`config.mk`:
```
export PLATFORM = sky130hd
export DESIGN_NAME = axi_decerr_slv_flat
export DESIGN_NICKNAME = d
export VERILOG_FILES = /design/src/rtl/axi_decerr_slv_if.sv /design/src/rtl/axi_decerr_slv.sv /design/src/flat_wrapper.sv
export SDC_FILE = /design/constraint.sdc
export NUM_CORES = 1
export LEC_CHECK = 0
export CAP_MARGIN = 10
export CORE_AREA = 5 5 125 127
export DETAILED_ROUTE_END_ITERATION = 8
export DIE_AREA = 0 0 130 132
export PLACE_DENSITY = 0.72
export SLEW_MARGIN = 20
export SYNTH_ARGS = -nofsm -noshare
export SYNTH_HDL_FRONTEND = slang
export SYNTH_SLANG_ARGS = --single-unit
```
`constraint.sdc`:
```
create_clock -name clk_i -period 2.1 [get_ports clk_i]
set_input_delay 0.42 -clock clk_i [delete_from_list [all_inputs] [get_ports clk_i]]
set_output_delay 0.42 -clock clk_i [all_outputs]
set_load 0.1 [all_outputs]
```
`src/rtl/axi_decerr_slv_if.sv`:
```
// AXI4 slave-port bundle for the DECERR default responder, holding only the fields it uses.
interface axi_decerr_slv_if #(
  parameter int ID_WIDTH   = 5,
  parameter int ADDR_WIDTH = 64,
  parameter int DATA_WIDTH = 64
);
  logic [ID_WIDTH-1:0]   aw_id_i;
  logic [ADDR_WIDTH-1:0] aw_addr_i;
  logic                  aw_valid_i;
  logic                  aw_ready_o;
  logic                  w_last_i;
  logic                  w_valid_i;
  logic                  w_ready_o;
  logic [ID_WIDTH-1:0]   b_id_o;
  logic [1:0]            b_resp_o;
  logic                  b_valid_o;
  logic                  b_ready_i;
  logic [ID_WIDTH-1:0]   ar_id_i;
  logic [ADDR_WIDTH-1:0] ar_addr_i;
  logic [7:0]            ar_len_i;
  logic                  ar_valid_i;
  logic                  ar_ready_o;
  logic [ID_WIDTH-1:0]   r_id_o;
  logic [DATA_WIDTH-1:0] r_data_o;
  logic [1:0]            r_resp_o;
  logic                  r_last_o;
  logic                  r_valid_o;
  logic                  r_ready_i;

  modport slave (
    input  aw_id_i, aw_addr_i, aw_valid_i, w_last_i, w_valid_i, b_ready_i,
    input  ar_id_i, ar_addr_i, ar_len_i, ar_valid_i, r_ready_i,
    output aw_ready_o, w_ready_o, b_id_o, b_resp_o, b_valid_o,
    output ar_ready_o, r_id_o, r_data_o, r_resp_o, r_last_o, r_valid_o
  );

  modport master (
    output aw_id_i, aw_addr_i, aw_valid_i, w_last_i, w_valid_i, b_ready_i,
    output ar_id_i, ar_addr_i, ar_len_i, ar_valid_i, r_ready_i,
    input  aw_ready_o, w_ready_o, b_id_o, b_resp_o, b_valid_o,
    input  ar_ready_o, r_id_o, r_data_o, r_resp_o, r_last_o, r_valid_o
  );
endinterface

```
`src/rtl/axi_decerr_slv.sv`:
```
// Default AXI4 responder: completes every stray transaction with DECERR, one outstanding per direction.
// Define AXI_DECERR_SLV_ERR_LOG_EN to build the error count/address/direction log.
module axi_decerr_slv #(
  parameter int                    ID_WIDTH     = 5,
  parameter int                    ADDR_WIDTH   = 64,
  parameter int                    DATA_WIDTH   = 64,
  parameter logic [DATA_WIDTH-1:0] DATA_PATTERN = 64'hDEAD_BEEF_DEAD_BEEF
) (
  input  logic                  clk_i,
  input  logic                  rst_i,
  axi_decerr_slv_if.slave       bus,
  output logic [31:0]           err_count_o,
  output logic [ADDR_WIDTH-1:0] err_addr_o,
  output logic                  err_is_write_o
);
  localparam logic [1:0] DECERR = 2'b11;

  typedef enum logic [1:0] {W_IDLE, W_DATA, W_RESP} wr_state_t;
  typedef enum logic {R_IDLE, R_DATA} rd_state_t;

  wr_state_t           wr_state;
  rd_state_t           rd_state;
  logic                aw_ready_q;
  logic                w_ready_q;
  logic                b_valid_q;
  logic [ID_WIDTH-1:0] b_id_q;
  logic                ar_ready_q;
  logic                r_valid_q;
  logic                r_last_q;
  logic [ID_WIDTH-1:0] r_id_q;
  logic [7:0]          beat_cnt;
  logic                aw_hs;
  logic                ar_hs;

  assign aw_hs = bus.aw_valid_i && aw_ready_q;
  assign ar_hs = bus.ar_valid_i && ar_ready_q;

  // Ready/valid flops are loaded with the decode of the next state, so every output is a flop.
  always_ff @(posedge clk_i) begin
    if (rst_i) begin
      wr_state   <= W_IDLE;
      aw_ready_q <= 1'b0;
      w_ready_q  <= 1'b0;
      b_valid_q  <= 1'b0;
      b_id_q     <= '0;
    end else begin
      case (wr_state)
        W_IDLE: begin
          if (aw_hs) begin
            b_id_q     <= bus.aw_id_i;
            aw_ready_q <= 1'b0;
            w_ready_q  <= 1'b1;
            wr_state   <= W_DATA;
          end else begin
            aw_ready_q <= 1'b1;
          end
        end
        W_DATA: begin
          if (bus.w_valid_i && w_ready_q && bus.w_last_i) begin
            w_ready_q <= 1'b0;
            b_valid_q <= 1'b1;
            wr_state  <= W_RESP;
          end
        end
        W_RESP: begin
          if (bus.b_ready_i && b_valid_q) begin
            b_valid_q  <= 1'b0;
            aw_ready_q <= 1'b1;
            wr_state   <= W_IDLE;
          end
        end
        default: begin
          aw_ready_q <= 1'b0;
          w_ready_q  <= 1'b0;
          b_valid_q  <= 1'b0;
          wr_state   <= W_IDLE;
        end
      endcase
    end
  end

  // The beat counter holds beats remaining after the current one; it stops at zero.
  always_ff @(posedge clk_i) begin
    if (rst_i) begin
      rd_state   <= R_IDLE;
      ar_ready_q <= 1'b0;
      r_valid_q  <= 1'b0;
      r_last_q   <= 1'b0;
      r_id_q     <= '0;
      beat_cnt   <= '0;
    end else if (rd_state == R_IDLE) begin
      if (ar_hs) begin
        r_id_q     <= bus.ar_id_i;
        beat_cnt   <= bus.ar_len_i;
        ar_ready_q <= 1'b0;
        r_valid_q  <= 1'b1;
        r_last_q   <= (bus.ar_len_i == 8'd0);
        rd_state   <= R_DATA;
      end else begin
        ar_ready_q <= 1'b1;
      end
    end else if (bus.r_ready_i && r_valid_q) begin
      if (beat_cnt == 8'd0) begin
        r_valid_q  <= 1'b0;
        r_last_q   <= 1'b0;
        ar_ready_q <= 1'b1;
        rd_state   <= R_IDLE;
      end else begin
        beat_cnt <= beat_cnt - 8'd1;
        r_last_q <= (beat_cnt == 8'd1);
      end
    end
  end

  assign bus.aw_ready_o = aw_ready_q;
  assign bus.w_ready_o  = w_ready_q;
  assign bus.b_valid_o  = b_valid_q;
  assign bus.b_id_o     = b_id_q;
  assign bus.b_resp_o   = DECERR;
  assign bus.ar_ready_o = ar_ready_q;
  assign bus.r_valid_o  = r_valid_q;
  assign bus.r_last_o   = r_last_q;
  assign bus.r_id_o     = r_id_q;
  assign bus.r_data_o   = DATA_PATTERN;
  assign bus.r_resp_o   = DECERR;

`ifdef AXI_DECERR_SLV_ERR_LOG_EN
  logic [31:0]           err_count_q;
  logic [ADDR_WIDTH-1:0] err_addr_q;
  logic                  err_is_write_q;
  logic [32:0]           err_sum;

  assign err_sum = {1'b0, err_count_q} + 33'(aw_hs) + 33'(ar_hs);

  // A carry out of the 33-bit sum means the count would pass all-ones, so it pins there.
  always_ff @(posedge clk_i) begin
    if (rst_i) begin
      err_count_q    <= '0;
      err_addr_q     <= '0;
      err_is_write_q <= 1'b0;
    end else begin
      err_count_q <= err_sum[32] ? 32'hFFFF_FFFF : err_sum[31:0];
      if (aw_hs) begin
        err_addr_q     <= bus.aw_addr_i;
        err_is_write_q <= 1'b1;
      end else if (ar_hs) begin
        err_addr_q     <= bus.ar_addr_i;
        err_is_write_q <= 1'b0;
      end
    end
  end

  assign err_count_o    = err_count_q;
  assign err_addr_o     = err_addr_q;
  assign err_is_write_o = err_is_write_q;
`else
  logic unused_addr;
  assign unused_addr    = ^{bus.aw_addr_i, bus.ar_addr_i};
  assign err_count_o    = '0;
  assign err_addr_o     = '0;
  assign err_is_write_o = 1'b0;
`endif
endmodule

```
`src/flat_wrapper.sv`:
```
// flat-port wrapper written by rule: the top's interface ports become plain ports
module axi_decerr_slv_flat 
#(
  parameter int                    ID_WIDTH     = 5,
  parameter int                    ADDR_WIDTH   = 64,
  parameter int                    DATA_WIDTH   = 64,
  parameter logic [DATA_WIDTH-1:0] DATA_PATTERN = 64'hDEAD_BEEF_DEAD_BEEF
)
  (clk_i, rst_i, err_count_o, err_addr_o, err_is_write_o, bus_aw_id_i, bus_aw_addr_i, bus_aw_valid_i, bus_w_last_i, bus_w_valid_i, bus_b_ready_i, bus_ar_id_i, bus_ar_addr_i, bus_ar_len_i, bus_ar_valid_i, bus_r_ready_i, bus_aw_ready_o, bus_w_ready_o, bus_b_id_o, bus_b_resp_o, bus_b_valid_o, bus_ar_ready_o, bus_r_id_o, bus_r_data_o, bus_r_resp_o, bus_r_last_o, bus_r_valid_o);
  axi_decerr_slv_if #(.ID_WIDTH(ID_WIDTH), .ADDR_WIDTH(ADDR_WIDTH), .DATA_WIDTH(DATA_WIDTH)) bus_i ();
  input  logic clk_i;
  input  logic rst_i;
  output logic [31:0] err_count_o;
  output logic [ADDR_WIDTH-1:0] err_addr_o;
  output logic err_is_write_o;
  input wire logic [$bits(bus_i.aw_id_i)-1:0] bus_aw_id_i;
  input wire logic [$bits(bus_i.aw_addr_i)-1:0] bus_aw_addr_i;
  input wire logic [$bits(bus_i.aw_valid_i)-1:0] bus_aw_valid_i;
  input wire logic [$bits(bus_i.w_last_i)-1:0] bus_w_last_i;
  input wire logic [$bits(bus_i.w_valid_i)-1:0] bus_w_valid_i;
  input wire logic [$bits(bus_i.b_ready_i)-1:0] bus_b_ready_i;
  input wire logic [$bits(bus_i.ar_id_i)-1:0] bus_ar_id_i;
  input wire logic [$bits(bus_i.ar_addr_i)-1:0] bus_ar_addr_i;
  input wire logic [$bits(bus_i.ar_len_i)-1:0] bus_ar_len_i;
  input wire logic [$bits(bus_i.ar_valid_i)-1:0] bus_ar_valid_i;
  input wire logic [$bits(bus_i.r_ready_i)-1:0] bus_r_ready_i;
  output wire logic [$bits(bus_i.aw_ready_o)-1:0] bus_aw_ready_o;
  output wire logic [$bits(bus_i.w_ready_o)-1:0] bus_w_ready_o;
  output wire logic [$bits(bus_i.b_id_o)-1:0] bus_b_id_o;
  output wire logic [$bits(bus_i.b_resp_o)-1:0] bus_b_resp_o;
  output wire logic [$bits(bus_i.b_valid_o)-1:0] bus_b_valid_o;
  output wire logic [$bits(bus_i.ar_ready_o)-1:0] bus_ar_ready_o;
  output wire logic [$bits(bus_i.r_id_o)-1:0] bus_r_id_o;
  output wire logic [$bits(bus_i.r_data_o)-1:0] bus_r_data_o;
  output wire logic [$bits(bus_i.r_resp_o)-1:0] bus_r_resp_o;
  output wire logic [$bits(bus_i.r_last_o)-1:0] bus_r_last_o;
  output wire logic [$bits(bus_i.r_valid_o)-1:0] bus_r_valid_o;
  assign bus_i.aw_id_i = bus_aw_id_i;
  assign bus_i.aw_addr_i = bus_aw_addr_i;
  assign bus_i.aw_valid_i = bus_aw_valid_i;
  assign bus_i.w_last_i = bus_w_last_i;
  assign bus_i.w_valid_i = bus_w_valid_i;
  assign bus_i.b_ready_i = bus_b_ready_i;
  assign bus_i.ar_id_i = bus_ar_id_i;
  assign bus_i.ar_addr_i = bus_ar_addr_i;
  assign bus_i.ar_len_i = bus_ar_len_i;
  assign bus_i.ar_valid_i = bus_ar_valid_i;
  assign bus_i.r_ready_i = bus_r_ready_i;
  assign bus_aw_ready_o = bus_i.aw_ready_o;
  assign bus_w_ready_o = bus_i.w_ready_o;
  assign bus_b_id_o = bus_i.b_id_o;
  assign bus_b_resp_o = bus_i.b_resp_o;
  assign bus_b_valid_o = bus_i.b_valid_o;
  assign bus_ar_ready_o = bus_i.ar_ready_o;
  assign bus_r_id_o = bus_i.r_id_o;
  assign bus_r_data_o = bus_i.r_data_o;
  assign bus_r_resp_o = bus_i.r_resp_o;
  assign bus_r_last_o = bus_i.r_last_o;
  assign bus_r_valid_o = bus_i.r_valid_o;
  axi_decerr_slv #(.ID_WIDTH(ID_WIDTH), .ADDR_WIDTH(ADDR_WIDTH), .DATA_WIDTH(DATA_WIDTH), .DATA_PATTERN(DATA_PATTERN)) u_core (.clk_i(clk_i), .rst_i(rst_i), .bus(bus_i), .err_count_o(err_count_o), .err_addr_o(err_addr_o), .err_is_write_o(err_is_write_o));
endmodule
```
==> results.toml <==
[cells_and_area]
antenna_cells = 0
final_nets = 522
final_area_um2 = 2646
syn_to_final_growth_pct = 2.521
drive_above_1_share = 0.09863
final_cell_mix = "165 x conb_1, 27 x dfxtp_1, 25 x clkdlybuf4s50_1"
mostFrequentLayoutCell = "conb_1"

[clocking]
cts_resized = 0
cts_setup_buffers = 0
clkLatencyLatePin_ns = 0.26
cts-hold-fix-buffers = 0
cts.clk_slew.worst_paths_ns = 0.07
clock-sinks = 27
clockRootBuffer = "clkbuf_16"
numCtsBuffers = 3
h-tree-depth = 1
tritoncts = "built"
clock_path_buffers = 2

[flow_run]
cap_violations = 0

[worst_setup_path]
startpoint_type = "register"
r2r-start = "u_core.beat_cnt[0]"
crit_type = "reg -> reg"
cp.arrival_ns = 1.96
crit_required_ns = 2.25
regToRegEndpoint = "u_core.beat_cnt[5]"
endpoint = "u_core.beat_cnt[5]"
worst-path-max-fanout = 9
r2r_cells = 6
reg2reg_setup_slack_ns = 0.29
crit_path_start = "u_core.beat_cnt[0]"
endpoint_kind = "register"

[synthesis]
synth_ff_type = "dfxtp_1"
syn_inst = 323
ys_types = 40
synth_edf_count = 0
ys_seq_area_frac = 0.2094
syn-cell-area_um2 = 2581
synth_seq_cells = 27
syn_avg_cell_area_um2 = 7.991
async_flop_share = 0
yosys_warnings = 0

[sta]
relSlewSlack = 0.6576
setup_viol = 0
period_needed_ns = 1.813
drv_slew = 0
fmax_ghz = 0.5516
fin_tns_setup_ns = 0
skew_ns = 0.003109
worst_pin_slew_ns = 0.5097
timing.final.crit_share = 0.8632
timing.final.hold_violations = 0
rsz0062_at_grt = "no"
timing.hold.ws_ns = 0.4551

[routing]
routed_wirelength_um = 5339
drt_iter0_markers = 32
drt-pass1-iter-count = 4
num_vias = 1756
avgViaCountPerCell = 3.199
route.detailed.drc = 0
final_antenna_net_count = 0
wl_per_cell_um = 9.725

[power_and_ir_drop]
power.density_nw_per_um2 = 1068
leakagePower_nw = 1.247
irDropWorstVdd_v = 0.0004938
p_total_w = 0.002827

[placed_design]
gp_congestion = 0.8252
hpwl_um = 4601
portBuffers = 41
placed_cell_area_um2 = 2566

[floorplanning]
start_util = 0.1803
die_area_um2 = 17160
row_count = 44
fp.dieH_um = 132
core_um2 = 14310
chipWidth_um = 130
io_pins = 335

[grt]
overflow = 0
grt_pass1_wl_um = 7527
track_usage = 0.05374
grt_start_max_net_pins = 24
first_global_vias = 1521
antenna_found_initial = 0

[min_path]
hold_start = "u_core.bus.r_id_o[2]"
min_path_type = "reg -> reg"

[outcome]
status = "complete, no violations"
==> final cells by class <==
type	instances	area (µm²)
Fill cell	1646	11670
Multi-Input combinational cell	281	1354
Sequential cell	27	540.5
Timing Repair Buffer	48	422.9
Tap cell	184	230.2
Clock buffer	3	75.07
Inverter	5	18.77
Clock inverter	1	5.005
==> power by group <==
part | total (W) | switching [W] | internal (W)
sequential | 0.000600 | 0.0000445 | 0.000556
combinational | 0.00179 | 0.00162 | 0.000176
clock | 0.000434 | 0.000177 | 0.000257
total | 0.00283 | 0.00184 | 0.000988
==> Yosys cell counts, types with 2 or more instances <==
master / n / share of area
a211oi_2: 2 / 0.0097
a21oi_1: 21 / 0.041
a221oi_2: 2 / 0.012
a2bb2oi_1: 2 / 0.0068
a31oi_1: 2 / 0.0048
and3_1: 3 / 0.0073
buf_2: 3 / 0.0058
buf_4: 165 / 0.48
clkbuf_1: 4 / 0.0058
conb_1: 2 / 0.0029
dfxtp_1: 27 / 0.21
ha_1: 2 / 0.0097
inv_1: 5 / 0.0073
mux2i_1: 6 / 0.023
nand2_1: 15 / 0.022
nand2b_1: 6 / 0.015
nand3_1: 3 / 0.0058
nand4_1: 3 / 0.0073
nor2_1: 18 / 0.026
nor2_2: 2 / 0.0048
nor3_1: 6 / 0.012
o21ai_0: 2 / 0.0039
o32ai_1: 5 / 0.017
==> cell families after synthesis <==
logic type | Yosys count | share of synthesized area
mux | 6 | 0.02327
flops | 27 | 0.2094
buf+inv | 178 | 0.5031
simple gates | 63 | 0.1265
compound gates | 45 | 0.1251
fa+ha+maj | 2 | 0.009693
other cells | 2 | 0.002909
==> worst min-delay path by stage <==
stage	end	slack, ns	cells past startpoint
6_report	u_core.bus.r_id_o[2]	0.46	2
5_1_grt	u_core.bus.r_id_o[3]	0.48	2
4_1_cts	u_core.bus.r_id_o[2]	0.46	2
3_5_place_dp	u_core.bus.r_id_o[2]	0.45	2
3_3_place_gp	u_core.bus.r_id_o[3]	0.45	2
2_1_floorplan	u_core.beat_cnt[7]	0.45	2
==> critical path, cell delays in order, from the launching register on <==
cell and delay, ns:
dfxtp_1 0.34, inv_1 0.12, ha_1 0.24, nor4b_4 0.34, a21o_1 0.38, a221o_1 0.23, o31ai_2 0.06
==> routing by layer <==
layer | up-vias | part of all wire | global-route usage
li1 | 826 | - | -
met1 | 769 | 0.37 | 0.06072
met2 | 157 | 0.44 | 0.09341
met3 | 4 | 0.18 | 0.02229
met4 | 0 | 0.0088 | 0.01270
met5 | - | 0 | 0
==> sequential cells by signal, summed over array words and instances, names as in the netlist <==
name and flops:
u_core.bus.r_valid_o 1, u_core.bus.b_id_o 5, u_core.wr_state 2, u_core.bus.aw_ready_o 1, u_core.bus.ar_ready_o 1, u_core.bus.b_valid_o 1, u_core.bus.w_ready_o 1, u_core.rd_state 1
u_core.bus.r_id_o 5, u_core.beat_cnt 8, u_core.bus.r_last_o 1
==> through the flow <==
step	util	cells	worst slack, ns
6_report	0.1849	549	0.2872
3_5_place_dp	0.1793	545	0.1139
5_1_grt	0.1849	549	0.1717
4_1_cts	0.1849	549	0.3101
3_3_place_gp	0.1793	545	0.1421
2_1_floorplan	-	486	0.03173
Power figures use the tool's default switching activity.
